## src/rtl/bp_pkg.sv

```systemverilog
// Shared constants for the branch history table predictor.
// Counter encodings and the conditional-branch opcode.
package bp_pkg;
  localparam logic [1:0] CNT_SNT = 2'd0;
  localparam logic [1:0] CNT_WNT = 2'd1;
  localparam logic [1:0] CNT_WT  = 2'd2;
  localparam logic [1:0] CNT_ST  = 2'd3;
  localparam logic [6:0] OP_BRANCH = 7'b1100011;
endpackage

```

## src/rtl/branch_predictor_bht_if.sv

```systemverilog
// ID/EX/hazard-side bundle of the branch predictor.
// master = pipeline side, slave = predictor.
interface bp_if #(
  parameter int CNT_W = 32
);
  logic             id_valid;
  logic [6:0]       id_op;
  logic [31:0]      id_pc;
  logic             predict_taken;
  logic             ex_valid;
  logic             ex_is_branch;
  logic [31:0]      ex_pc;
  logic             ex_taken;
  logic             ex_predicted;
  logic             stall;
  logic             correct;
  logic [CNT_W-1:0] br_count;
  logic [CNT_W-1:0] miss_count;

  modport master (
    output id_valid, id_op, id_pc,
    output ex_valid, ex_is_branch, ex_pc,
    output ex_taken, ex_predicted, stall,
    input  predict_taken, correct,
    input  br_count, miss_count
  );

  modport slave (
    input  id_valid, id_op, id_pc,
    input  ex_valid, ex_is_branch, ex_pc,
    input  ex_taken, ex_predicted, stall,
    output predict_taken, correct,
    output br_count, miss_count
  );
endinterface

```

## src/rtl/branch_predictor_bht_sat_counter2.sv

```systemverilog
// 2-bit saturating counter next-state function.
// Counts up on taken, down on not-taken, clamps at both ends.
module sat_counter2
  import bp_pkg::*;
(
  input  logic [1:0] cnt_in,
  input  logic       taken,
  output logic [1:0] cnt_out
);
  always_comb begin
    cnt_out = cnt_in;
    unique case (1'b1)
      taken && (cnt_in != CNT_ST):
        cnt_out = cnt_in + 2'd1;
      !taken && (cnt_in != CNT_SNT):
        cnt_out = cnt_in - 2'd1;
      default: ;
    endcase
  end
endmodule

```

## src/rtl/branch_predictor_bht.sv

```systemverilog
// PC-indexed table of 2-bit counters: predict in ID,
// resolve and train in EX, count branches and misses.
module branch_predictor_bht
  import bp_pkg::*;
#(
  parameter int IDX_W    = 6,
  parameter int INIT_CNT = 1,
  parameter int CNT_W    = 32
) (
  input logic clk,
  input logic rst,
  bp_if.slave bus
);
  localparam int ENTRIES = 2 ** IDX_W;

  logic [1:0]       cnt [ENTRIES];
  logic [IDX_W-1:0] rd_idx;
  logic [IDX_W-1:0] wr_idx;
  logic [1:0]       cnt_nxt;
  logic             res;
  logic             miss;
  logic [CNT_W-1:0] br_q;
  logic [CNT_W-1:0] miss_q;

  assign rd_idx = bus.id_pc[IDX_W+1:2];
  assign wr_idx = bus.ex_pc[IDX_W+1:2];

  assign res  = bus.ex_valid & bus.ex_is_branch;
  assign miss = res & (bus.ex_taken != bus.ex_predicted);

  // Read sees the pre-update entry; no write bypass.
  assign bus.predict_taken = ~rst & bus.id_valid
                           & (bus.id_op == OP_BRANCH)
                           & cnt[rd_idx][1];
  assign bus.correct = rst | ~miss;

  sat_counter2 u_sat (
    .cnt_in  (cnt[wr_idx]),
    .taken   (bus.ex_taken),
    .cnt_out (cnt_nxt)
  );

  always_ff @(posedge clk) begin
    if (rst) begin
      for (int i = 0; i < ENTRIES; i++)
        cnt[i] <= 2'(INIT_CNT);
    end else if (res) begin
      cnt[wr_idx] <= cnt_nxt;
    end
  end

  always_ff @(posedge clk) begin
    if (rst) begin
      br_q   <= '0;
      miss_q <= '0;
    end else if (res && !bus.stall) begin
      br_q   <= br_q + CNT_W'(1);
      miss_q <= miss_q + CNT_W'(miss);
    end
  end

  assign bus.br_count   = br_q;
  assign bus.miss_count = miss_q;
endmodule

```

## src/flat_wrapper.sv

```systemverilog
// flat-port wrapper written by rule: the top's interface ports become plain ports
module branch_predictor_bht_flat import bp_pkg::*;
#(
  parameter int IDX_W    = 6,
  parameter int INIT_CNT = 1,
  parameter int CNT_W    = 32
)
  (clk, rst, bus_id_valid, bus_id_op, bus_id_pc, bus_ex_valid, bus_ex_is_branch, bus_ex_pc, bus_ex_taken, bus_ex_predicted, bus_stall, bus_predict_taken, bus_correct, bus_br_count, bus_miss_count);
  bp_if #(.CNT_W(CNT_W)) bus_i ();
  input logic clk;
  input logic rst;
  input wire logic [$bits(bus_i.id_valid)-1:0] bus_id_valid;
  input wire logic [$bits(bus_i.id_op)-1:0] bus_id_op;
  input wire logic [$bits(bus_i.id_pc)-1:0] bus_id_pc;
  input wire logic [$bits(bus_i.ex_valid)-1:0] bus_ex_valid;
  input wire logic [$bits(bus_i.ex_is_branch)-1:0] bus_ex_is_branch;
  input wire logic [$bits(bus_i.ex_pc)-1:0] bus_ex_pc;
  input wire logic [$bits(bus_i.ex_taken)-1:0] bus_ex_taken;
  input wire logic [$bits(bus_i.ex_predicted)-1:0] bus_ex_predicted;
  input wire logic [$bits(bus_i.stall)-1:0] bus_stall;
  output wire logic [$bits(bus_i.predict_taken)-1:0] bus_predict_taken;
  output wire logic [$bits(bus_i.correct)-1:0] bus_correct;
  output wire logic [$bits(bus_i.br_count)-1:0] bus_br_count;
  output wire logic [$bits(bus_i.miss_count)-1:0] bus_miss_count;
  assign bus_i.id_valid = bus_id_valid;
  assign bus_i.id_op = bus_id_op;
  assign bus_i.id_pc = bus_id_pc;
  assign bus_i.ex_valid = bus_ex_valid;
  assign bus_i.ex_is_branch = bus_ex_is_branch;
  assign bus_i.ex_pc = bus_ex_pc;
  assign bus_i.ex_taken = bus_ex_taken;
  assign bus_i.ex_predicted = bus_ex_predicted;
  assign bus_i.stall = bus_stall;
  assign bus_predict_taken = bus_i.predict_taken;
  assign bus_correct = bus_i.correct;
  assign bus_br_count = bus_i.br_count;
  assign bus_miss_count = bus_i.miss_count;
  branch_predictor_bht #(.IDX_W(IDX_W), .INIT_CNT(INIT_CNT), .CNT_W(CNT_W)) u_core (.clk(clk), .rst(rst), .bus(bus_i));
endmodule
```

## config.mk

```make
export PLATFORM = sky130hd
export DESIGN_NAME = branch_predictor_bht_flat
export DESIGN_NICKNAME = d
export VERILOG_FILES = /design/src/rtl/bp_pkg.sv /design/src/rtl/branch_predictor_bht_if.sv /design/src/rtl/branch_predictor_bht_sat_counter2.sv /design/src/rtl/branch_predictor_bht.sv /design/src/flat_wrapper.sv
export SDC_FILE = /design/constraint.sdc
export NUM_CORES = 1
export LEC_CHECK = 0
export BUFFER_PORTS_ARGS = -buffer_cell sky130_fd_sc_hd__buf_2
export CAP_MARGIN = 10
export CORE_MARGIN = 3
export CORE_UTILIZATION = 62
export DETAILED_ROUTE_END_ITERATION = 12
export PLACE_DENSITY = 0.86
export SYNTH_ARGS = -nofsm -noshare
export SYNTH_HDL_FRONTEND = slang
export SYNTH_SLANG_ARGS = --single-unit
```

## constraint.sdc

```tcl
create_clock -name clk -period 5.86 [get_ports clk]
set_clock_uncertainty 0.05 [all_clocks]
set_input_delay 0.293 -clock clk [delete_from_list [all_inputs] [get_ports clk]]
set_output_delay 0.293 -clock clk [all_outputs]
set_load 0.01 [all_outputs]
```

==> impl_metrics.json <==
{
  "num_io_pins": 145,
  "grt_setup_unrepaired": "false",
  "setup_tns_ps": 0,
  "stdcell_area_mm2": 0.0110,
  "crit_buf_inv": 3,
  "grt_pass1_wl_um": 39300,
  "drv_slew": 0,
  "synth_top_cell_area_share_pct": 38.9,
  "final_core_util_pct": 71.0,
  "grt_start_max_net_pins": 76,
  "yosysSeqAreaShare_pct": 51.8,
  "synth_seq_cells": 192,
  "hold_path_class": "in2reg",
  "finalHoldViolations": 0,
  "die_h_um": 132,
  "track_usage_pct": 28.4,
  "synth_nets": 1029,
  "fmax_ghz": 0.264,
  "async_reset_ff_share_pct": 0,
  "r2r.worst_path.cells": 9,
  "critPathMaxFanout": 45,
  "fin_crit_ps": 3790,
  "ctsResizeCount": 0,
  "dp_hpwl_um": 16200,
  "vias_per_cell": 6.32,
  "ctsHoldBuffers": 0,
  "numCtsBuffers": 17,
  "wl_um": 24500,
  "placed_cell_area_mm2": 0.0104,
  "coreArea_mm2": 0.0154,
  "cpMostUsedCell": "buf_4",
  "rows": 45,
  "remaining_drc_errors": 0,
  "cts.sinks": 192,
  "syn-instance-count": 947,
  "synth-edff-count": 128,
  "synthTopCellsByArea": "edfxtp_1, dfxtp_1, mux4_2",
  "irDropWorstVdd_uv": 217,
  "cp_slowest_cell": "maj3_2",
  "first_pass_iters": 6,
  "ys.flop_type": "edfxtp_1",
  "path_class": "in2reg",
  "die_w_um": 132,
  "gp_congestion": 0.965,
  "portBuffers": 92,
  "clk_latency_ps": 440,
  "setup_viol": 0,
  "cts.clk_slew.worst_paths_ps": 70,
  "detail_route.wl_per_cell_um": 20.0,
  "path_delay_family": "buffers and inverters",
  "ys_types": 50,
  "cts_tree": "yes",
  "clockBufferDepth": 2,
  "start_util_pct": 64.1,
  "worstPathArrival_ps": 3870,
  "post-place-ws_ps": 1700,
  "status": "finished clean",
  "syn-cell-area_mm2": 0.00989,
  "crit_required_ps": 5940,
  "hold_path_depth": 3,
  "h-tree-depth": 4,
  "drt-initial-drc-count": 1062,
  "fin_ws_ps": 2070,
  "cp_num_cells": 11,
  "drv_cap": 0,
  "synthToLayoutAreaGrowth_pct": 10.8,
  "nets": 1081,
  "worst_pin_slew_ps": 1220,
  "drive_above_1_share_pct": 20.4,
  "worstSetupStartpointType": "input port",
  "antenna_cells": 0,
  "fp.dieArea_mm2": 0.0175,
  "slew_headroom_pct": 18.4,
  "grt_overflow": 0,
  "period_share_pct": 64.7,
  "avgSynthCellArea_um2": 10.4,
  "yosys_warnings": 0,
  "yosysTopAreaCell": "edfxtp_1",
  "worst_setup_path_end_kind": "flip-flop",
  "ant_nets": 0,
  "path_cells": "buf_2, buf_4, mux2_2, nand2_1, o221ai_1, a21oi_1, o22ai_1, nor4_1, maj3_2, buf_4, nand3_1",
  "antenna_found_initial": 0,
  "vias": 7733,
  "postCtsSetupRepairBufs": 0,
  "p_total_w": 0.00293,
  "power.density_mw_per_mm2": 267,
  "max_stage_delay_ps": 910,
  "grt_pass1_vias": 7670,
  "p_leak_nw": 3.93,
  "cts-root-buf": "clkbuf_16"
}
-- cells by family (layout without fill, tap and decap cells) --
group | count (synthesis) | count (layout) | synth area share [%]
and+or+nand+nor | 453 | 453 | 22.2
DFF | 192 | 192 | 51.8
AOI/OAI and AO/OA | 98 | 98 | 6.44
buffers and inverters | 78 | 143 | 3.83
muxes | 69 | 69 | 10.6
xor gates and xnor gates | 52 | 52 | 4.60
adders and majority gates | 5 | 5 | 0.595
-- worst min-delay path, delay by kind of cell --
kind	cells	cell delay, ps
compound gates	2	220
buf+inv	1	110
-- flip-flops by register name, indices dropped and copies added (netlist names) --
| signal | flops |
|---|---|
| u_core.cnt | 128 |
| u_core.bus.br_count | 32 |
| u_core.bus.miss_count | 32 |
-- synthesized netlist by cell type, types with 12 or more instances --
cell and number:
nand3_1 80, mux2i_1 29, mux4_2 27, dfxtp_1 64, xnor2_1 16, or2_2 26, a21oi_1 20, and3_1 15
xor2_1 36, edfxtp_1 128, nand2b_1 17, nand2_1 82, o21ai_0 22, clkbuf_1 40, nand4_1 12, buf_2 21
or3_1 13, a21o_1 25, nor3_1 57, nor2_1 119, mux2_2 13
-- worst paths after layout --
| path | startpoint | endpoint | slack, ps |
|---|---|---|---|
| min reg2reg | u_core.bus.br_count[21]$_SDFFE_PP0P_ | u_core.bus.br_count[21]$_SDFFE_PP0P_ | 450 |
| min | bus_stall | u_core.bus.br_count[1]$_SDFFE_PP0P_ | 170 |
| max reg2reg | u_core.cnt[37][1]$_SDFFCE_PN0P_ | u_core.cnt[17][0]$_SDFFCE_PN1P_ | 2330 |
| max | bus_ex_pc[4] | u_core.cnt[17][0]$_SDFFCE_PN1P_ | 2070 |
-- cell type report --
type,count,area [µm²]
timing repair buffer,105,558
multi-input combinational,677,4390
fill,1108,4470
clock buffer,17,425
inverter,6,22.5
tap,211,264
clock inverter,15,175
sequential,192,5120
-- where the power goes --
part,switching [W],internal [W]
Combinational,0.000175,0.0000888
Sequential,0.0000129,0.00146
Clock,0.000547,0.000644
Total,0.000735,0.00219
-- cells in the final DEF (no fill, tap or decap), types with 8 or more instances in the layout --
cell type	n
edfxtp_1	128
nor2_1	119
buf_2	92
nand2_1	82
nand3_1	80
dfxtp_1	64
nor3_1	57
xor2_1	36
mux2i_1	29
mux4_2	27
or2_2	26
a21o_1	25
o21ai_0	22
a21oi_1	20
nand2b_1	17
clkbuf_16	17
xnor2_1	16
and3_1	15
or3_1	13
mux2_2	13
buf_4	13
nand4_1	12
a22oi_1	11
nor2b_1	8
-- metal layers --
layer	global-route usage, %	vias to the layer above	share of wire [%]
met3	8.32	65	11
met5	0	-	0
met2	46.0	447	48
met4	11.4	0	2.8
li1	-	3530	-
met1	36.2	3691	38
-- through the flow --
stage / instances / hold WS, ps
3_5_place_dp: 1190 / 442
3_3_place_gp: 1190 / 424
5_1_grt: 1223 / 194
2_1_floorplan: 947 / 452
4_1_cts: 1222 / 158
6_report: 1223 / 170
No activity file was read; power rests on OpenSTA's default activity.
